File: config.mk
export PLATFORM = sky130hd
export DESIGN_NAME = hc_mmio_rd_responder
export DESIGN_NICKNAME = d
export VERILOG_FILES = /design/src/rtl/hc_mmio_rd_responder.sv
export SDC_FILE = /design/constraint.sdc
export NUM_CORES = 1
export LEC_CHECK = 0
export BUFFER_PORTS_ARGS = -buffer_cell sky130_fd_sc_hd__clkbuf_2
export CORE_AREA = 2 2 392 394
export CTS_BUF_LIST = sky130_fd_sc_hd__clkbuf_8
export CTS_CLUSTER_SIZE = 8
export DETAILED_ROUTE_END_ITERATION = 8
export DIE_AREA = 0 0 394 396
export GPL_TIMING_DRIVEN = 0
export PLACE_DENSITY = 0.3
export SYNTH_ARGS = -nofsm -noshare
export SYNTH_HDL_FRONTEND = slang
export SYNTH_SLANG_ARGS = --single-unit
File: constraint.sdc
create_clock -name clk -period 3.5 [get_ports clk]
set_clock_uncertainty 0.2 [all_clocks]
set_input_delay 0.525 -clock clk [delete_from_list [all_inputs] [get_ports clk]]
set_output_delay 0.525 -clock clk [all_outputs]
set_load 0.02 [all_outputs]
File: src/rtl/hc_mmio_rd_responder.sv
// ---------------------------------------------------------------------------
// hc_mmio_rd_responder
//   CCI-P MMIO read responder for HardCloud AFUs. Returns the AFU DFH, the
//   AFU GUID and read-back copies of the HC DSM/control/buffer registers.
//   The register values come from the write-decode register file next to it.
//   The pipeline has two fixed stages, so the latency is exactly two cycles.
//   It accepts one request per cycle, and c2 has no backpressure.
//
//   Ports:
//     clk, rst_n        AFU clock, asynchronous active-low reset
//     rx_mmio_channel   c0 Rx; mmioRdValid + hdr (MMIO request header)
//     tx_mmio_channel   c2 Tx; mmioRdValid, hdr.tid, data[63:0]
//     hc_dsm_base       DSM base register value
//     hc_control        control register value
//     hc_buffer         packed t_hc_buffer array, entry i at [96*i +: 96]
//     hc_status         {error, done}
//     rd_err            sticky flag: a read with length 2/3 was accepted
//
//   Optional build macro:
//     HC_MMIO_RD_CNT_EN  adds a 32-bit response counter, readable at 0x108
// ---------------------------------------------------------------------------
package hc_mmio_rd_pkg;
  typedef struct packed {
    logic [15:0] address;   // 4-byte word address
    logic [1:0]  length;    // 0: 4B, 1: 8B, 2/3: unsupported
    logic        rsvd;
    logic [8:0]  tid;
  } t_ccip_c0_ReqMmioHdr;

  typedef struct packed {
    logic [8:0] tid;
  } t_ccip_c2_RspMmioHdr;

  typedef struct packed {
    t_ccip_c0_ReqMmioHdr hdr;
    logic [511:0]        data;
    logic                rspValid;
    logic                mmioRdValid;
    logic                mmioWrValid;
  } t_if_ccip_c0_Rx;

  typedef struct packed {
    t_ccip_c2_RspMmioHdr hdr;
    logic                mmioRdValid;
    logic [63:0]         data;
  } t_if_ccip_c2_Tx;

  typedef struct packed {
    logic [63:0] address;
    logic [31:0] size;
  } t_hc_buffer;
endpackage

module hc_mmio_rd_responder
  import hc_mmio_rd_pkg::*;
#(
  parameter logic [63:0]  AFU_DFH        = 64'h1000_0100_0000_0000,
  parameter logic [127:0] AFU_ID         = 128'h0,
  parameter int           HC_BUFFER_SIZE = 3
) (
  input  logic                          clk,
  input  logic                          rst_n,
  input  t_if_ccip_c0_Rx                rx_mmio_channel,
  output t_if_ccip_c2_Tx                tx_mmio_channel,
  input  logic [63:0]                   hc_dsm_base,
  input  logic [31:0]                   hc_control,
  input  logic [HC_BUFFER_SIZE*96-1:0]  hc_buffer,
  input  logic [1:0]                    hc_status,
  output logic                          rd_err
);

  localparam int STAGES = 2;

  // vld_pipe[1]: stage 1 holds a request, vld_pipe[2]: response on c2
  logic [STAGES:1] vld_pipe;

  t_ccip_c0_ReqMmioHdr req_hdr;
  logic                acc;
  logic [6:0]          qw;       // 8-byte word index inside the 1 KB window

  assign req_hdr = rx_mmio_channel.hdr;
  assign acc     = rx_mmio_channel.mmioRdValid && (req_hdr.address[15:8] == 8'h0);
  assign qw      = req_hdr.address[7:1];

  t_hc_buffer bufs [HC_BUFFER_SIZE];
  for (genvar g = 0; g < HC_BUFFER_SIZE; g++) begin : g_buf
    assign bufs[g] = hc_buffer[96*g +: 96];
  end

  // ---------------- decode (stage 1 input) ----------------
  logic [63:0] dec_val;
  logic        dec_cnt;

  always_comb begin
    dec_val = '0;
    dec_cnt = 1'b0;
    case (qw)
      7'h00: dec_val = AFU_DFH;
      7'h01: dec_val = AFU_ID[63:0];
      7'h02: dec_val = AFU_ID[127:64];
      7'h20: dec_val = {62'b0, hc_status};
`ifdef HC_MMIO_RD_CNT_EN
      7'h21: dec_cnt = 1'b1;
`endif
      7'h22: dec_val = hc_dsm_base;
      7'h23: dec_val = {32'b0, hc_control};
      default: begin
        // buffer i: address at qword 0x24+2i, size at 0x25+2i
        for (int i = 0; i < HC_BUFFER_SIZE; i++) begin
          if (int'(qw) == 36 + 2*i) dec_val = bufs[i].address;
          if (int'(qw) == 37 + 2*i) dec_val = {32'b0, bufs[i].size};
        end
      end
    endcase
  end

  // ---------------- stage 1 ----------------
  logic [8:0]  s1_tid;
  logic        s1_addr0;
  logic [1:0]  s1_len;
  logic [63:0] s1_val;
  logic        s1_cnt;

  always_ff @(posedge clk or negedge rst_n) begin
    if (!rst_n) begin
      vld_pipe <= '0;
      s1_tid   <= '0;
      s1_addr0 <= 1'b0;
      s1_len   <= '0;
      s1_val   <= '0;
      s1_cnt   <= 1'b0;
      rd_err   <= 1'b0;
    end else begin
      vld_pipe <= {vld_pipe[STAGES-1:1], acc};
      if (acc) begin
        s1_tid   <= req_hdr.tid;
        s1_addr0 <= req_hdr.address[0];
        s1_len   <= req_hdr.length;
        s1_val   <= dec_val;
        s1_cnt   <= dec_cnt;
        if (req_hdr.length[1]) rd_err <= 1'b1;
      end
    end
  end

  // ---------------- optional response counter ----------------
`ifdef HC_MMIO_RD_CNT_EN
  logic [31:0] rsp_cnt;

  always_ff @(posedge clk or negedge rst_n) begin
    if (!rst_n)          rsp_cnt <= '0;
    else if (vld_pipe[2]) rsp_cnt <= rsp_cnt + 32'd1;
  end
`endif

  // ---------------- stage 2 formatting ----------------
  logic [63:0] raw;
  logic [31:0] half;
  logic [63:0] fmt;

  always_comb begin
    raw = s1_val;
`ifdef HC_MMIO_RD_CNT_EN
    // Counter read is resolved here, not in stage 1. The response on c2 this
    // cycle is not in rsp_cnt yet, so it is added to keep every earlier
    // response in the value.
    if (s1_cnt) raw = {32'b0, rsp_cnt + {31'b0, vld_pipe[2]}};
`endif
    half = s1_addr0 ? raw[63:32] : raw[31:0];
    fmt  = '0;
    case (s1_len)
      2'd0:    fmt = {half, half};
      2'd1:    fmt = raw;
      default: fmt = '0;
    endcase
  end

  logic [8:0]  tx_tid;
  logic [63:0] tx_data;

  always_ff @(posedge clk or negedge rst_n) begin
    if (!rst_n) begin
      tx_tid  <= '0;
      tx_data <= '0;
    end else if (vld_pipe[1]) begin
      tx_tid  <= s1_tid;
      tx_data <= fmt;
    end
  end

  always_comb begin
    tx_mmio_channel             = '0;
    tx_mmio_channel.mmioRdValid = vld_pipe[2];
    tx_mmio_channel.hdr.tid     = tx_tid;
    tx_mmio_channel.data        = tx_data;
  end

  logic unused_rx;
  assign unused_rx = ^{rx_mmio_channel.data, rx_mmio_channel.rspValid,
                       rx_mmio_channel.mmioWrValid, req_hdr.rsvd, s1_cnt};

endmodule

Word-level counts from Yosys, hierarchy flattened. Index checks and enable logic that the tools add are counted.

Flip-flop bits (word level): 152.

Eq/ne operators: 12. Mux-type cells: 9. Reduce and logical (&&, ||, !) cells: 6.

Operators with widths (number): 64-bit two-way mux (6); 64-bit one-hot mux with 5 select lines (1); 64-bit one-hot mux with 2 select lines (1); 7-bit == test, second input constant (6); 32-bit two-way mux (1); 7-bit by 6-bit == test with 1-bit output, second input constant (3); 8-bit zero test (1); 7-bit by 1-bit == test with 1-bit output, second input constant (1); 7-bit by 2-bit == test with 1-bit output, second input constant (1); 7-bit zero test (1); 2-bit by 1-bit == test with 1-bit output, second input constant (1); 2-bit zero test (1); 2-bit AND reduction (1); 2-bit OR reduction (1); 1-bit logical AND (1).

Logic depth before layout (Yosys ltp).
Depth after elaboration: 8. Mapped depth: 7.

Least setup slack after synthesis. No wires, ideal clock.

Path type: in2reg. From: input rx_mmio_channel[528] in the netlist's numbering. To: register s1_val[10] (netlist: raw[10]). Library setup time: 132 ps. Arrival time: 1967 ps. Stages: 5. Setup slack: 1201 ps. Data required time: 3168 ps. Cell sequence: buf_2 -> buf_2 -> mux4_2 -> a2111oi_0 -> nor2_1.

Word-level cells in the longest chain between the ends: 8. Elaborated cells between the ends (all ways): 20. Those cells by class: eq/ne (11); mux (7); reduce/logical (2).

Ends and longest elaborated chain: from (decl) (line 63) `input t_if_ccip_c0_Rx rx_mmio_channel,`; 7-bit == test (line 110) `if (int'(qw) == 36 + 2*i) dec_val = bufs[i].address;`; 64-bit two-way mux (line 110); 64-bit two-way mux (line 111) `if (int'(qw) == 37 + 2*i) dec_val = {32'b0, bufs[i].size};`; 64-bit two-way mux (line 110); 64-bit two-way mux (line 111); 64-bit two-way mux (line 110); 64-bit two-way mux (line 111); 64-bit one-hot mux with 5 select lines (*) (line 97) `case (qw)`; to (signal assigned) (line 139) `s1_val <= dec_val;`; to (decl) (line 121) `logic [63:0] s1_val;`.

Every way passes the cells marked *; elsewhere a longest branch is shown, timed or not. A chain may end at the register's enable or synchronous reset.

Worst setup path in the final report.
From: input rx_mmio_channel[529] in the netlist's numbering. To: register s1_val[14] (netlist: raw[14]).

The elaborated chain is that of the path after synthesis.

==> impl_metrics.csv <==
group,metric,value,unit
sta,fmax,0.303,GHz
global_routing,met3_usage,0.0274,
logic_synthesis,yosysTopAreaCell,"dfrtp_1",
floorplanning,row_count,143,
finish,fill_cells,17786,
power_and_ir_drop,max-vdd-ir-drop,0.265,mV
global_routing,grt_max_degree,99,
outcome,outcome,"finished clean",
floorplanning,die_x,394,µm
worst_setup_path,r2r_cells,4,
clocking,cts_sinks,152,
sta,hold-worst-slack,0.0332,ns
power_and_ir_drop,switching_share,0.361,
detailed_routing,drt-wirelength-per-cell,21.7,µm
sta,post-route-period-util,0.944,
worst_setup_path,critPathMaxFanout,10,
clocking,cts.clk_slew.worst_paths,0.12,ns
worst_setup_path,arrival,3.53,ns
global_routing,grt_busiest_layer,"met2",
clocking,cts_max_level,4,
sta,slew_violations,0,
clocking,cts_max_path_buffers,2,
power_and_ir_drop,power_frac_clock,0.347,
power_and_ir_drop,p_int,0.00295,W
logic_synthesis,synth_top_cell_area_share,0.413,
clocking,clk_latency,0.59,ns
clocking,postCtsSetupRepairBufs,0,
detailed_routing,first_pass_iters,5,
detailed_routing,vias,10220,
place,place_hpwl,67000,µm
worst_setup_path,required,3.73,ns
hold_path,hp-start,"rx_mmio_channel[526]",
sta,tightestPinTransition,1.23,ns
worst_setup_path,cp_num_buf_inv,3,
floorplanning,dieArea,156000,µm²
logic_synthesis,synth_common_cells,"nor2_1, dfrtp_1, mux2i_1",
place,dp_slack,-1.07,ns
power_and_ir_drop,switchingPower,0.00166,W
detailed_routing,drc,0,
logic_synthesis,async_flop_share,1.00,
detailed_routing,wirelength,77700,µm
worst_setup_path,r2r_setup_slack,1.11,ns
logic_synthesis,synth_edf_count,0,
logic_synthesis,synth_area,9200,µm²
worst_setup_path,path_cells,"clkbuf_2, clkbuf_1, clkdlybuf4s15_2, mux4_2, a2111oi_1, nor2_1",
worst_setup_path,crit_family,"buffers and inverters",
clocking,clock-root-buffer,"clkbuf_8",
logic_synthesis,synth_seq_area_share,0.413,
logic_synthesis,ys_top_cells_by_area,"dfrtp_1, mux2i_1, nor2_1",
hold_path,hold_path_depth,3,
floorplanning,die_h,396,µm
detailed_routing,post_drt_via_cell_ratio,2.86,
worst_setup_path,worstReg2RegEnd,"tx_data[8]",
logic_synthesis,syn_area_per_cell,9.25,µm²
power_and_ir_drop,p_leak,6.46,nW
floorplanning,pin_count,1006,
logic_synthesis,yosysWarnings,0,
clocking,cts_inserted_buffers,17,
global_routing,grt_pass1_wl,102000,µm
floorplanning,core,152000,µm²
global_routing,grtUsageMet1,0.121,
finish,final_nets,2458,
global_routing,grt_overflow,0,
detailed_routing,ant_nets,0,
sta,worst_slack,0.195,ns
sta,rsz0062_at_grt,"no",
global_routing,grt_usage,0.0990,
sta,slew_headroom,0.178,
worst_setup_path,slowest_stage,"a2111oi_1",
sta,hold_viol,0,
power_and_ir_drop,share_comb_of_total_power,0.223,
logic_synthesis,ys_types,47,
finish,final_layout_size_suffix_gt1_frac,0.404,
logic_synthesis,synth-seq-cells,152,
global_routing,grt_pass1_vias,11200,
power_and_ir_drop,power_density,308,nW/µm²
hold_path,hp-class,"input port to flop",
clocking,cts_tree,"done",
worst_setup_path,slowest_delay,1.03,ns
hold_path,min_to,"s1_len[1]",
logic_synthesis,syn-num-nets,1925,
finish,areaGrowthSynthToFinish,62.6,%
global_routing,antenna_found_initial,24,
detailed_routing,first_iter_violations,458,
logic_synthesis,synth_top_flop_cell,"dfrtp_1",
sta,period_minus_slack,3.30,ns
worst_setup_path,crit-reg2reg-launch,"vld_pipe[1]",
run,maxCapViolations,0,
logic_synthesis,yosys.cell_count.top_type,"nor2_1",
worst_setup_path,start_kind,"input port",
power_and_ir_drop,seqPwrFrac,0.431,
worst_setup_path,path_class,"input port to flop",
place,routabilityCongestion,0.749,
floorplanning,start_util,0.0607,
place,io_buffers,489,
global_routing,globalRouteMet2Util,0.173,
logic_synthesis,synthCells,994,
worst_setup_path,cp-end-kind,"flop",
sta,finalSetupViolCount,0,
-- repair_timing --
| item | in CTS | in global routing |
|---|---|---|
| gates resized for setup | 8 | 5 |
| hold buffers | 12 | 0 |
| hold endpoints to repair | 65 | 0 |
| setup endpoints to repair | 10 | 1 |
-- how the worst max path moves through the flow --
stage	depth (start not counted)	end	startpoint	slack [ns]
after global routing	6	raw[7]	rx_mmio_channel[529]	0.03
after global placement	1	raw[46]	rst_n	-1.92
final	6	raw[14]	rx_mmio_channel[529]	0.20
after floorplan	5	raw[10]	rx_mmio_channel[528]	1.20
after detailed placement	7	raw[56]	rx_mmio_channel[529]	-1.07
after CTS	7	raw[56]	rx_mmio_channel[529]	0.04
-- cells in the final DEF, fill, tap and decap left out, types with 12 or more instances in the layout --
cell and instances:
clkbuf_2 493, nor2_1 183, dfrtp_1 152, mux2i_1 87, nand2_1 73, a21oi_1 60, a221oi_1 59, clkbuf_1 53
nor3_1 47, buf_2 42, o21ai_0 36, o31ai_1 30, mux4_2 25, clkbuf_8 18, o2bb2ai_1 16, a2111oi_1 14
dlygate4sd3_1 12
-- state kept, by name, summed over array words and instances (netlist names) --
name      count
raw          64
tx_data      64
s1_tid        9
tx_tid        9
s1_len        2
vld_pipe      2
rd_err        1
s1_addr0      1
-- cell families after synthesis --
family                 after synthesis  synth area share
AO/OA/AOI/OAI                      269             0.207
XOR/XNOR                             1          0.000952
flip-flops                         152             0.413
multiplexers                       122             0.168
buffers and inverters              106            0.0490
AND/OR/NAND/NOR                    344             0.161
-- metal layers --
metal,vias to the layer above,share of wire
li1,4791,-
met1,4950,0.44
met2,406,0.49
met3,61,0.059
met4,12,0.012
met5,-,0.00097
-- area by class of cell --
| class | count | area [µm²] | area share |
|---|---|---|---|
| multi-input cells | 736 | 5020 | 0.335 |
| inverters | 7 | 26.3 | 0.00176 |
| well taps | 2030 | 2540 | 0.170 |
| repair buffers | 514 | 2680 | 0.179 |
| flip-flops and latches | 152 | 3800 | 0.254 |
| diodes | 8 | 20.0 | 0.00134 |
| clock inverters | 15 | 198 | 0.0132 |
| clock buffers | 17 | 234 | 0.0156 |
| plain buffers | 99 | 438 | 0.0293 |
-- worst register-to-register path, delay by kind of cell (launching register included) --
kind          cells  cell delay [ns]
buf+inv           2             1.31
flops             1             0.54
simple gates      2             0.28
-- per-stage QoR --
step / total power [W] / std cells / utilization / cell area, µm² / setup TNS [ns]
2_1_floorplan: 0.00238 / 994 / - / 9200 / 0
3_3_place_gp: 0.00307 / 3513 / 0.0936 / 14200 / -336.46
3_5_place_dp: 0.00308 / 3526 / 0.0946 / 14300 / -36.19
4_1_cts: 0.00476 / 3570 / 0.0984 / 14900 / 0
5_1_grt: 0.00489 / 3573 / 0.0986 / 14900 / 0
6_report: 0.00461 / 3578 / 0.0987 / 15000 / 0
-- power by group through the flow --
stage          logic (W)  clock network (W)  registers, W
2_1_floorplan   0.000359                  0       0.00202
3_3_place_gp     0.00104                  0       0.00203
3_5_place_dp     0.00105                  0       0.00204
4_1_cts          0.00107            0.00170       0.00200
5_1_grt          0.00113            0.00175       0.00201
6_report         0.00103            0.00160       0.00199
Power figures use the tool's default switching activity.
